--- src/rtl/keypad_encoder.sv ---
// keypad_encoder: synchronises and debounces three raw vault buttons, rejects
// multi-button chords and emits one registered 2-bit key code per accepted press.
// Optional feature: define KEYPAD_TIMEOUT_EN to build the post-key inactivity timeout.
module keypad_encoder #(
    parameter int unsigned DEBOUNCE_CYCLES = 4,
    parameter int unsigned CNT_W           = 16,
    parameter int unsigned TIMEOUT_CYCLES  = 1000
) (
    input  logic       clk,
    input  logic       rst,
    input  logic [2:0] btn,
    output logic [1:0] code,
    output logic       key_valid,
    output logic       key_err,
    output logic       timeout
);

    localparam int unsigned BTN_W  = 3;
    localparam int unsigned CODE_W = 2;
    localparam logic [CNT_W-1:0] DB_LAST = CNT_W'(DEBOUNCE_CYCLES - 1);

    // Reject parameter sets the counters cannot represent.
    if (DEBOUNCE_CYCLES < 1 || $clog2(DEBOUNCE_CYCLES) > CNT_W ||
        TIMEOUT_CYCLES < 1 || $clog2(TIMEOUT_CYCLES) > CNT_W) begin : g_bad_params
        $error("keypad_encoder: CNT_W too narrow or cycle counts below 1");
    end

    typedef enum logic [2:0] {
        IDLE     = 3'd0,
        DEBOUNCE = 3'd1,
        EMIT     = 3'd2,
        REJECT   = 3'd3,
        RELEASE  = 3'd4
    } state_e;

    logic [BTN_W-1:0]  sync1_q, sync1_d;
    logic [BTN_W-1:0]  btn_s_q, btn_s_d;
    state_e            state_q, state_d;
    logic [BTN_W-1:0]  cand_q, cand_d;
    logic [CNT_W-1:0]  cnt_q, cnt_d;
    logic [CODE_W-1:0] code_q, code_d;
    logic              key_valid_q, key_valid_d;
    logic              key_err_q, key_err_d;

    // Single-button pattern to key code; chords never reach this.
    function automatic logic [CODE_W-1:0] enc(input logic [BTN_W-1:0] v);
        logic [CODE_W-1:0] c;
        c = '0;
        case (v)
            3'b001:  c = 2'b01;
            3'b010:  c = 2'b10;
            3'b100:  c = 2'b11;
            default: c = 2'b00;
        endcase
        return c;
    endfunction

    // True when exactly one button is pressed.
    function automatic logic is_one_hot(input logic [BTN_W-1:0] v);
        return (v != '0) && ((v & (v - BTN_W'(1))) == '0);
    endfunction

    // Two-flop synchroniser inputs; raw btn is used nowhere else.
    always_comb begin
        sync1_d = btn;
        btn_s_d = sync1_q;
    end

    // Synchroniser chain.
    always_ff @(posedge clk or negedge rst) begin
        if (!rst) begin
            sync1_q <= '0;
            btn_s_q <= '0;
        end else begin
            sync1_q <= sync1_d;
            btn_s_q <= btn_s_d;
        end
    end

    // Next state, counter, candidate and registered outputs (set on entry to EMIT/REJECT).
    always_comb begin
        state_d     = state_q;
        cand_d      = cand_q;
        cnt_d       = cnt_q;
        code_d      = '0;
        key_valid_d = 1'b0;
        key_err_d   = 1'b0;
        case (state_q)
            IDLE: begin
                if (btn_s_q != '0) begin
                    state_d = DEBOUNCE;
                    cand_d  = btn_s_q;
                    cnt_d   = '0;
                end
            end
            DEBOUNCE: begin
                if (btn_s_q != cand_q) begin
                    state_d = IDLE;
                end else if (cnt_q == DB_LAST) begin
                    if (is_one_hot(cand_q)) begin
                        state_d     = EMIT;
                        code_d      = enc(cand_q);
                        key_valid_d = 1'b1;
                    end else begin
                        state_d   = REJECT;
                        key_err_d = 1'b1;
                    end
                end else begin
                    cnt_d = cnt_q + CNT_W'(1);
                end
            end
            EMIT: begin
                state_d = RELEASE;
                cnt_d   = '0;
            end
            REJECT: begin
                state_d = RELEASE;
                cnt_d   = '0;
            end
            RELEASE: begin
                if (btn_s_q != '0) begin
                    cnt_d = '0;
                end else if (cnt_q == DB_LAST) begin
                    state_d = IDLE;
                end else begin
                    cnt_d = cnt_q + CNT_W'(1);
                end
            end
            default: begin
                state_d = IDLE;
            end
        endcase
    end

    // FSM state and output registers.
    always_ff @(posedge clk or negedge rst) begin
        if (!rst) begin
            state_q     <= IDLE;
            cand_q      <= '0;
            cnt_q       <= '0;
            code_q      <= '0;
            key_valid_q <= 1'b0;
            key_err_q   <= 1'b0;
        end else begin
            state_q     <= state_d;
            cand_q      <= cand_d;
            cnt_q       <= cnt_d;
            code_q      <= code_d;
            key_valid_q <= key_valid_d;
            key_err_q   <= key_err_d;
        end
    end

    assign code      = code_q;
    assign key_valid = key_valid_q;
    assign key_err   = key_err_q;

`ifdef KEYPAD_TIMEOUT_EN
    localparam logic [CNT_W-1:0] TO_LAST = CNT_W'(TIMEOUT_CYCLES - 1);

    logic             armed_q, armed_d;
    logic [CNT_W-1:0] idle_cnt_q, idle_cnt_d;
    logic             timeout_q, timeout_d;

    // Armed by each accepted key; counts IDLE cycles only and fires once per idle period.
    always_comb begin
        armed_d    = armed_q;
        idle_cnt_d = idle_cnt_q;
        timeout_d  = 1'b0;
        if (key_valid_d) begin
            armed_d    = 1'b1;
            idle_cnt_d = '0;
        end else if (armed_q && (state_q == IDLE)) begin
            if (idle_cnt_q == TO_LAST) begin
                timeout_d  = 1'b1;
                armed_d    = 1'b0;
                idle_cnt_d = '0;
            end else begin
                idle_cnt_d = idle_cnt_q + CNT_W'(1);
            end
        end
    end

    // Timeout registers.
    always_ff @(posedge clk or negedge rst) begin
        if (!rst) begin
            armed_q    <= 1'b0;
            idle_cnt_q <= '0;
            timeout_q  <= 1'b0;
        end else begin
            armed_q    <= armed_d;
            idle_cnt_q <= idle_cnt_d;
            timeout_q  <= timeout_d;
        end
    end

    assign timeout = timeout_q;
`else
    assign timeout = 1'b0;
`endif

endmodule

--- config.mk ---
export PLATFORM = sky130hd
export DESIGN_NAME = keypad_encoder
export DESIGN_NICKNAME = d
export VERILOG_FILES = /design/src/rtl/keypad_encoder.sv
export SDC_FILE = /design/constraint.sdc
export NUM_CORES = 1
export LEC_CHECK = 0
export BUFFER_PORTS_ARGS = -buffer_cell sky130_fd_sc_hd__buf_2
export CAP_MARGIN = 20
export CELL_PAD_IN_SITES_DETAIL_PLACEMENT = 0
export CELL_PAD_IN_SITES_GLOBAL_PLACEMENT = 1
export CORE_MARGIN = 1
export CORE_UTILIZATION = 50
export DETAILED_ROUTE_END_ITERATION = 10
export PLACE_DENSITY_LB_ADDON = 0.2
export SLEW_MARGIN = 20
export SYNTH_ARGS = -nofsm -noshare
export SYNTH_HDL_FRONTEND = slang
export SYNTH_SLANG_ARGS = --single-unit
--- constraint.sdc ---
create_clock -name clk -period 3.7 [get_ports clk]
set_input_delay 0.74 -clock clk [delete_from_list [all_inputs] [get_ports clk]]
set_output_delay 0.74 -clock clk [all_outputs]
set_load 0.01 [all_outputs]
* Yosys cells after proc, flatten, opt, wreduce, memory -nomap -nowiden
Index checks and enable logic that the tools add are counted.
** Word-level totals
- Flip-flop bits (word level) :: 32
- Input port bits :: 5
- Output and inout bits :: 5
- Word-level logic and storage cells :: 60
** Operators by class
- Add/subtract/negate cells :: 2
- Equal/unequal tests :: 14
- Muxes and demuxes :: 25
- Bitwise logic cells :: 1
- Reductions and logical operators :: 10
** Operators with widths (count)
- two-way mux 16 bit :: 4
- case mux 16 bit (4 select lines) :: 1
- adder 16 x 1 -> 16 bit (second input constant) :: 1
- equality test 16 x 2 -> 1 bit (second input constant) :: 1
- two-way mux 3 bit :: 5
- case mux 3 bit (4 select lines) :: 1
- equality test 3 x 2 -> 1 bit (second input constant) :: 3
- two-way mux 1 bit :: 9
- two-way mux 2 bit :: 4
- != test 2 bit (second input constant) :: 4
- equality test 3 x 1 -> 1 bit (second input constant) :: 2
- equality test 3 bit (second input constant) :: 2
- logical NOT 3 bit :: 2
- case mux 2 bit (3 select lines) :: 1
- nonzero test 3 bit :: 2
- AND reduction 4 bit :: 1
- nonzero test 4 bit :: 1
- AND 3 bit :: 1
- != test 3 bit :: 1
- != test 3 bit (second input constant) :: 1
- AND reduction 3 bit :: 1
- subtractor 3 x 1 -> 3 bit (second input constant) :: 1
- AND reduction 2 bit :: 1
- OR reduction 2 bit :: 1
- logical AND 1 bit :: 1

* Longest topological paths before layout
- Depth after elaboration :: 8
- Gate-level depth with buffers :: 8
- Mapped depth without buffers :: 6

* Worst setup path after synthesis
Ideal clock, no wire load.
- Path type :: register to register
- Start point :: register cand_q[2]
- End point :: register cnt_q[14]
- Setup time :: 0.078 ns
- Data arrival time :: 1.879 ns
- Data required time :: 3.622 ns
- Slack :: 1.743 ns
- Stages on the path, launching flop included :: 7
- Buffers on the path :: 1
- Period minus slack after synthesis :: 1.957 ns
- Cells stage by stage :: dfrtp_1 buf_6 xor2_1 or4_4 and2_4 or4_1 a21oi_1
** On the way
- Word-level cells in the longest chain between the ends :: 3
** RTL lines
- from (decl) :: RTL line 39 : logic [BTN_W-1:0] cand_q, cand_d;
- from (signal assigned) :: RTL line 146 : cand_q <= cand_d;
- != test 3 bit :: RTL line 97 : if (btn_s_q != cand_q) begin
- != test 2 bit (no line)
- AND reduction 3 bit (no line)
- to (signal assigned) :: RTL line 147 : cnt_q <= cnt_d;
- to (decl) :: RTL line 40 : logic [CNT_W-1:0] cnt_q, cnt_d;
Every way passes these cells.
A chain may end at the register's enable or synchronous reset.

* Worst setup path in the final report
Same ends and word-level chain as after synthesis.

==> run_results.csv <==
group,metric,value,unit
die,die-height,58.0,um
timing,fmax,0.455,GHz
clock_tree,cts_resized,0,
min_path,hold_start,"btn_s_d[0]",
clock_tree,path_clk_slew,0.10,ns
synth,async_flop_share,1.00,
global_routing,first_global_vias,1022,
global_routing,antenna_found_initial,0,
critical_path,startpoint_type,"flip-flop",
critical_path,critPathTopFamily,"simple AND/OR/NAND/NOR gates",
drt,drc,1,
synth,synth_top_cell_by_area,"dfrtp_1",
placement,dp_hpwl,2000,um
critical_path,cp_cell_sequence,"xor2_1 -> or4_4 -> and2_4 -> or4_1 -> a21oi_1",
die,die_w,58.0,um
die,core,2880,um2
clock_tree,cts_root_buf,"clkbuf_4",
die,num_rows,19,
synth,synth_area,1570,um2
timing,fin_crit,2.20,ns
critical_path,cp.required,3.97,ns
timing,drv_slew,0,
cells_and_area,nets,167,
clock_tree,numCtsBuffers,5,
cells_and_area,layout-drive-gt1-share,0.148,
timing,fin_tns_setup,0,ns
clock_tree,clkSinkCount,32,
placement,placed_cell_area,1620,um2
critical_path,r2r_end,"cnt_q[14]",
run_status,status,"finished with violations",
placement,gp_congestion,0.779,
pwr,ir_worst_vdd,0.000398,V
drt,dr.first_iter.drc_count,35,
cells_and_area,final_area,1690,um2
drt,vias,1115,
min_path,worst_hold_path.endpoint,"btn_s_q[0]",
min_path,hold_class,"reg2reg",
drt,ant_nets,0,
critical_path,critPathSlowestCell,"or4_4",
critical_path,crit_buf_inv,0,
clock_tree,post_cts_buffers,0,
critical_path,setup.worst_path.class,"reg2reg",
clock_tree,cts_tree,"yes",
clock_tree,ctsHoldBuffers,0,
cells_and_area,areaGrowthSynthToFinish,7.89,%
timing,tightest_slew,0.678,ns
synth,synth_area_leaders,"dfrtp_1, xnor2_1, a2111oi_2, nor2_1, nand2_1",
synth,synth_enable_flop_cells,0,
placement,portBuffers,8,
synth,yosysUniqueCellTypes,40,
global_routing,grt_use_total,0.204,
synth,yosysMostFrequentCell,"dfrtp_1",
global_routing,grt_pass1_wl,4970,um
synth,ys_ff_latch,32,
synth,yosys_warnings,0,
die,initial_core_util,0.546,
cells_and_area,multi_input_area,706,um2
timing,slew_headroom,0.548,
critical_path,cp_max_fo,12,
min_path,worstHoldPathCells,0,
synth,avgSynthCellArea,10.3,um2
synth,synthFlopType,"dfrtp_1",
timing,rsz0062_at_grt,"false",
synth,ys_top_cells_by_count,"dfrtp_1, nor2_1, nand2_1",
run_status,violations,"DRC",
flow_run,cap_violations,0,
global_routing,overflow,0,
timing,worst_hold_slack,0.355,ns
timing,finalHoldViolCount,0,
die,fp.dieArea,3370,um2
synth,syn_inst,152,
placement,place_ws,1.51,ns
pwr,leakage,0.696,nW
pwr,power_density,573,nW/um2
critical_path,r2r_setup_slack,1.50,ns
clock_tree,clk_latency,0.34,ns
critical_path,crit_arrival,2.47,ns
timing,setup_ws,1.50,ns
critical_path,cpPeakStageDelay,0.64,ns
clock_tree,cts_max_level,2,
timing,fin_crit_sh,0.594,
synth,ys_seq_area_frac,0.510,
die,io_pins,10,
critical_path,r2r_start,"cand_q[2]",
drt,wl_per_cell,13.8,um
synth,synth_top_area_share,0.510,
critical_path,critPathCaptureType,"flip-flop",
cells_and_area,seq_area,801,um2
timing,setup_violations,0,
drt,firstDrtPassIters,7,
critical_path,reg2reg_depth,5,
cells_and_area,antenna-diode-count,0,
drt,viasPerCell,5.47,
timing,fin_skew,0.0110,ns
global_routing,grt_max_degree,33,
clock_tree,clockBufferDepth,2,
cells_and_area,n_fill_cell,249,
drt,drt-total-wl,2820,um
synth,synth_nets,158,
## final cells by class
type                       instances  share of cell area
clock inverter                     2              0.0207
inverter                           3             0.00665
tap                               42              0.0310
sequential                        32               0.473
multi-input combinational        110               0.417
clock buffer                       6              0.0244
timing repair buffer               9              0.0281
## flip-flops by register name, indices dropped and copies added, names as in the netlist
name	count
cand_q	3
btn_s_q	3
state_q	3
key_valid	1
cnt_q	16
btn_s_d	3
code	2
key_err	1
## stage by stage
stage / std cells / power [W] / util
after floorplan: 152 / 0.000678 / -
after global placement: 196 / 0.000706 / 0.562
after detailed placement: 196 / 0.000719 / 0.562
after CTS: 204 / 0.000980 / 0.589
after global routing: 204 / 0.00103 / 0.589
final: 204 / 0.000971 / 0.589
## metal layers
metal / up-vias / routed length [um] / GRT usage
met5: - / 0 / 0
met4: 0 / 45 / 0.0816
met3: 7 / 120 / 0.0737
met2: 19 / 1150 / 0.269
met1: 519 / 1500 / 0.300
li1: 570 / - / -
## report_power, final
part | total [W] | switching, W | internal (W) | leakage, nW
combinational | 0.000277 | 0.000171 | 0.000106 | 0.231
sequential | 0.000436 | 0.0000498 | 0.000386 | 0.423
clock | 0.000258 | 0.000117 | 0.000142 | 0.0422
total | 0.000971 | 0.000337 | 0.000633 | 0.696
## cell usage in the layout (no fill, tap or decap), types with 2 or more instances in the layout
master     count
o21ai_1        4
a22o_1         4
nor3_1         4
nand2b_1       3
buf_2          8
a21oi_1        8
nand3_1        5
nand2_1       12
or4_1          2
clkbuf_4       5
nor2_1        15
dfrtp_1       32
a2111oi_2      4
a211oi_1       2
nand4_1        3
xnor2_1       11
nor4_1         3
or3_1          5
inv_1          2
o21ai_0        3
and4_1         3
xor2_1         3
## worst register-to-register path, delay by kind of cell (launching register included)
family	cells	cell delay (ns)
compound gates	1	0.16
flops	1	0.47
simple gates	3	1.34
xor+xnor	1	0.17
## how the worst max path moves through the flow
| stage | start | endpoint | slack [ns] | depth (start not counted) |
|---|---|---|---|---|
| after floorplan | cand_q[2] | cnt_q[14] | 1.74 | 6 |
| after global placement | cand_q[2] | cnt_q[14] | 1.59 | 5 |
| after detailed placement | cand_q[2] | cnt_q[14] | 1.51 | 5 |
| after CTS | cand_q[2] | cnt_q[14] | 1.50 | 5 |
| after global routing | cand_q[2] | cnt_q[14] | 1.38 | 5 |
| final | cand_q[2] | cnt_q[14] | 1.50 | 5 |
## cell families (layout without fill, tap and decap cells)
group                      Yosys count  count (layout)  synth area share
and+or+nand+nor                     62              62             0.210
AOI/OAI and AO/OA                   32              32             0.151
DFF                                 32              32             0.510
other                                1               1           0.00239
adders and majority gates            1               1           0.00797
buffers and inverters               10              20            0.0406
xor gates and xnor gates            14              14            0.0781
Power figures use the tool's default switching activity.
